### config.mk
export PLATFORM = sky130hd
export DESIGN_NAME = ifetch
export DESIGN_NICKNAME = d
export VERILOG_FILES = /design/src/rtl/core_pkg.sv /design/src/rtl/ifetch.sv
export SDC_FILE = /design/constraint.sdc
export NUM_CORES = 1
export LEC_CHECK = 0
export ABC_CLOCK_PERIOD_IN_PS = 2400
export BUFFER_PORTS_ARGS = -buffer_cell sky130_fd_sc_hd__buf_2
export CAP_MARGIN = 30
export CORE_ASPECT_RATIO = 1.2
export CORE_MARGIN = 10
export CORE_UTILIZATION = 38
export CTS_CLUSTER_DIAMETER = 200
export CTS_CLUSTER_SIZE = 10
export DETAILED_ROUTE_END_ITERATION = 10
export PLACE_DENSITY = 0.79
export SLEW_MARGIN = 15
export SYNTH_ARGS = -nofsm -noshare
export SYNTH_HDL_FRONTEND = slang
export SYNTH_SLANG_ARGS = --single-unit
### constraint.sdc
create_clock -name clk -period 2.4 [get_ports clk]
set_input_delay 0.24 -clock clk [delete_from_list [all_inputs] [get_ports clk]]
set_output_delay 0.24 -clock clk [all_outputs]
set_load 0.01 [all_outputs]
### src/rtl/core_pkg.sv
// Shared core definitions.
//   XLEN              : datapath width
//   RESET_PC_DEFAULT  : default first fetch address after reset
//   IMEM_BASE_DEFAULT : default byte address of imem word 0
//   ifetch_state_t    : fetch FSM states
package core_pkg;

   localparam int unsigned XLEN = 32;

   localparam logic [XLEN-1:0] RESET_PC_DEFAULT  = 32'h8000_0000;
   localparam logic [XLEN-1:0] IMEM_BASE_DEFAULT = 32'h8000_0000;

   typedef enum logic {
      BOOT = 1'b0,
      RUN  = 1'b1
   } ifetch_state_t;

endpackage

### src/rtl/ifetch.sv
// Instruction fetch stage. Owns the PC, drives a synchronous-read imem and presents
// one PC/instruction pair per cycle to decode over a valid/ready handshake.
// Ports:
//   clk, rst        : clock, synchronous active-high reset
//   imem_addr       : byte address to imem (registered inside imem)
//   imem_data       : imem word for the address presented last cycle
//   redirect_valid  : execute requests a PC change this cycle
//   redirect_pc     : redirect target (low two bits ignored)
//   out_valid/ready : handshake toward decode
//   out_pc          : PC of the presented instruction
//   out_instr       : presented instruction word
//   out_fault       : out_pc lies outside the populated imem window
module ifetch
   import core_pkg::*;
#(
   parameter logic [XLEN-1:0] RESET_PC   = RESET_PC_DEFAULT,
   parameter logic [XLEN-1:0] IMEM_BASE  = IMEM_BASE_DEFAULT,
   parameter int unsigned     IMEM_WORDS = 256
) (
   input  logic            clk,
   input  logic            rst,
   output logic [XLEN-1:0] imem_addr,
   input  logic [XLEN-1:0] imem_data,
   input  logic            redirect_valid,
   input  logic [XLEN-1:0] redirect_pc,
   output logic            out_valid,
   input  logic            out_ready,
   output logic [XLEN-1:0] out_pc,
   output logic [XLEN-1:0] out_instr,
   output logic            out_fault
);

   // Window bounds in 33 bits so base + size cannot wrap.
   localparam logic [XLEN:0] IMEM_LO = {1'b0, IMEM_BASE};
   localparam logic [XLEN:0] IMEM_HI = IMEM_LO + ({1'b0, 32'(IMEM_WORDS)} << 2);

   function automatic logic out_of_range(input logic [XLEN-1:0] addr);
      logic [XLEN:0] wide;
      wide = {1'b0, addr};
      return (wide < IMEM_LO) || (wide >= IMEM_HI);
   endfunction

   ifetch_state_t   state, state_next;
   logic [XLEN-1:0] resp_pc;
   logic            resp_fault;

   // Fetch address and next state.
   always_comb begin
      imem_addr  = RESET_PC;
      state_next = RUN;
      if (rst) begin
         imem_addr = RESET_PC;
      end else if (redirect_valid) begin
         imem_addr = redirect_pc & ~32'h0000_0003;
      end else if (state == BOOT) begin
         imem_addr = RESET_PC;
      end else if (!out_ready) begin
         // Re-read the same word so imem_data stays stable under back-pressure.
         imem_addr = resp_pc;
      end else begin
         imem_addr = resp_pc + 32'd4;
      end
   end

   always_ff @(posedge clk) begin
      if (rst) begin
         state      <= BOOT;
         resp_pc    <= RESET_PC;
         resp_fault <= 1'b0;
      end else begin
         state      <= state_next;
         resp_pc    <= imem_addr;
         resp_fault <= out_of_range(imem_addr);
      end
   end

   // A redirect kills the word currently in flight.
   assign out_valid = (state == RUN) && !redirect_valid;
   assign out_pc    = resp_pc;
   assign out_fault = resp_fault;
   assign out_instr = imem_data;

endmodule

==> key figures <==
Critical path
  • Element type at the critical path start: flip-flop
  • Largest stage delay, worst path: 0.58 ns
  • CP Max Fanout: 3
  • WP data required: 2.16 ns
  • CP Capture Type: output pin
  • CP arrival: 2.28 ns
  • Cell Chain, Critical Path: nand4_1 > or4_4 > or4_4 > a21oi_4 > a21o_1 > buf_2
  • Setup CP Type: flip-flop to output pin
  • Slowest CP cell: or4_4
  • Cell mode on critical path: or4_4

STA
  • Setup-failing EPs final: 7
  • Final Worst Setup Slack: -0.119 ns
  • Final worst-path cycle share: 105%
  • Slew Limit Fails: 0
  • Final Hold Fails: 0
  • Clock Skew: 0.00850 ns
  • Tmin final: 2.52 ns
  • Setup TNS: -0.533 ns
  • Worst-Margin Slew: 0.545 ns
  • Max_slew headroom: 63.4%
  • Peak Freq: 397 MHz
  • RSZ-0062 raised after global routing: true

Synth
  • Net Count, Synth: 383
  • Post-synth EDFFs: 0
  • Mapped Area: 0.00245 sq mm
  • Number of synthesized register bits: 34
  • Commonest cells in the netlist: 34 x dfxtp_1, 34 x nand2_1, 32 x buf_4, 21 x nand3_1, 21 x nor2_1
  • Synth Area in Compound Gates: 21.0%
  • Seq/Total Area, Yosys: 27.8%
  • Top cells by area, synth: dfxtp_1 28%, buf_4 9.8%, nand2_1 5.2%
  • Synth Area in Simple Gates: 31.2%
  • Ys flop type: dfxtp_1
  • Yosys warnings: 0
  • Async set-reset flop share out of synthesis: 0%
  • Synth Area in XOR/XNOR: 5.00%
  • Portion of netlist area occupied by mux cells: 0.867%
  • Yosys top cell by area: dfxtp_1
  • Largest family of logic cells by synthesized area: simple AND/OR/NAND/NOR gates
  • Post-synthesis cell type count: 57
  • Avg Inst Size Synth: 7.81 sq um
  • Synth Area in Adders: 0.510%
  • Post-Synthesis Cells: 314
  • Post-synth top area share: 27.8%

Clock tree
  • Clock Sinks: 34
  • Clk_lat worst skew: 0.30 ns
  • Clock edge transition at the registers on the reported setup and hold paths: 0.07 ns
  • CTS tree: yes
  • Clock buffer depth: 2
  • Clock Root Buffer: clkbuf_8
  • CTS buffer count: 5
  • Deepest level of the CTS H-tree: 2
  • CTS Hold Bufs: 0

Power
  • Leak: 1.90 nW
  • Total power: 0.00145 W
  • Peak supply drop: 0.218 mV
  • Pwr dens: 380 mW/mm^2

Die
  • Core Area: 0.00637 sq mm
  • Top Ports: 166
  • Starting Density: 38.5%
  • Row count: 32
  • Die Y: 108 um
  • Die Area: 0.0101 sq mm
  • Die Wd: 93.3 um

Routing
  • DRC viols: 0
  • Total routed wirelength: 9.75 mm
  • Final ANT Viol Nets: 0
  • Initial DRC Count: 180
  • Pre-antenna DRT Iters: 4
  • Routed length per instance: 18.3 um
  • Routed via count: 3014
  • DR vias/cell: 5.67

Flow run
  • Max Cap Violations: 0

Status
  • Status: finished with violations
  • Violated checks: setup timing

Global routing
  • Total GRT Usage: 18.1%
  • First-pass GRT wire length: 14.8 mm
  • Vias in the first global route: 3017
  • Pin count of the biggest net entering global routing: 25
  • Initial antenna violation count: 0
  • Gr ovfl total: 0

Place
  • Placed Cells: 503
  • I/O Buffers: 99
  • Post-DP HPWL: 7.22 mm
  • Placer Congestion: 0.912

Cells and area
  • Core Util, Final: 59.9%
  • Nets@finish: 515
  • Cell Count, Final, Fillers Out: 532
  • Synthesis-to-layout area growth: 55.6%
  • Ant. Diodes: 0
  • Layout cell share with drive strength beyond 1: 55.5%

Min path
  • Hold crit path type: primary input to flip-flop
==> path summary, 6_finish.rpt <==
kind	slack, ns	from	cells after the start	to
worst max-delay path	-0.12	out_pc[2]	6	imem_addr[25]
worst min-delay path	0.17	redirect_pc[17]	3	out_pc[17]
worst max register to register	-0.09	out_pc[2]	8	out_fault
worst min register to register	0.50	out_pc[1]	1	out_pc[1]
==> metal layers <==
| layer | wire [um] | part of all wire [%] | GRT usage (%) | up-vias |
|---|---|---|---|---|
| met5 | 0 | 0 | 0 | - |
| met4 | 352 | 3.6 | 7.17 | 0 |
| met3 | 850 | 8.7 | 5.89 | 35 |
| met2 | 4960 | 51 | 31.9 | 151 |
| met1 | 3590 | 37 | 19.6 | 1432 |
| li1 | - | - | - | 1396 |
==> kinds of logic after synthesis <==
kind of cell / count (synthesis)
buf+inv: 56
compound gates: 69
mux: 2
simple gates: 138
xor+xnor: 14
flops: 34
fa+ha+maj: 1
==> what timing repair did <==
item | 4_1_cts | 5_1_grt
pin swaps | 13 | 15
buffers inserted | 9 | 13
setup endpoints to repair | 12 | 18
gates resized for setup | 35 | 38
==> worst max-delay path, delay by kind of cell (launching register included) <==
kind	cells	cell delay (ns)
compound gates	2	0.26
buf+inv	1	0.12
flops	1	0.36
simple gates	3	1.25
==> state kept, by name, summed over array words and instances, names as in the netlist <==
register	count
state	1
out_fault	1
out_pc	32
==> cells in the final DEF, fill, tap and decap left out, types with 5 or more instances in the layout <==
cell      synthesis  layout
dfxtp_4           0       8
inv_1             8       8
or4_4             0       8
a22o_1            6       6
clkbuf_8          0       6
dfxtp_2           0       7
buf_6             0      21
a21o_1            7       7
nand4_1          13      13
o21ai_0          13      11
nand2_1          34      33
dfxtp_1          34      19
a21oi_1          11       8
nand3_1          21      15
buf_4            32      60
nor2_1           21      20
buf_2             3      91
nand3_2           1       5
xor2_1           11      10
==> stage by stage <==
step	instance area (sq um)	hold slack (ns)	setup slack (ns)
after detailed placement	3230	0.456	-0.0423
final	3810	0.165	-0.119
after floorplan	2540	0.350	0.00712
after global placement	3230	0.452	-0.0188
after CTS	3540	0.150	-0.115
after global routing	3810	0.167	-0.189
==> cell type report <==
class / count / area (sq um)
clock buffers: 7 / 86.3
clock inverters: 1 / 5.00
multi-input cells: 224 / 1710
fillers: 518 / 2550
well taps: 85 / 106
inverters: 8 / 30.0
flip-flops and latches: 34 / 719
repair buffers: 173 / 1160
==> report_power, final <==
group / leakage [nW] / internal [W] / switching, W
Clock: 0.0482 / 0.000232 / 0.000223
Sequential: 0.288 / 0.000590 / 0.0000353
Combinational: 1.56 / 0.000177 / 0.000193
Power figures use the tool's default switching activity.
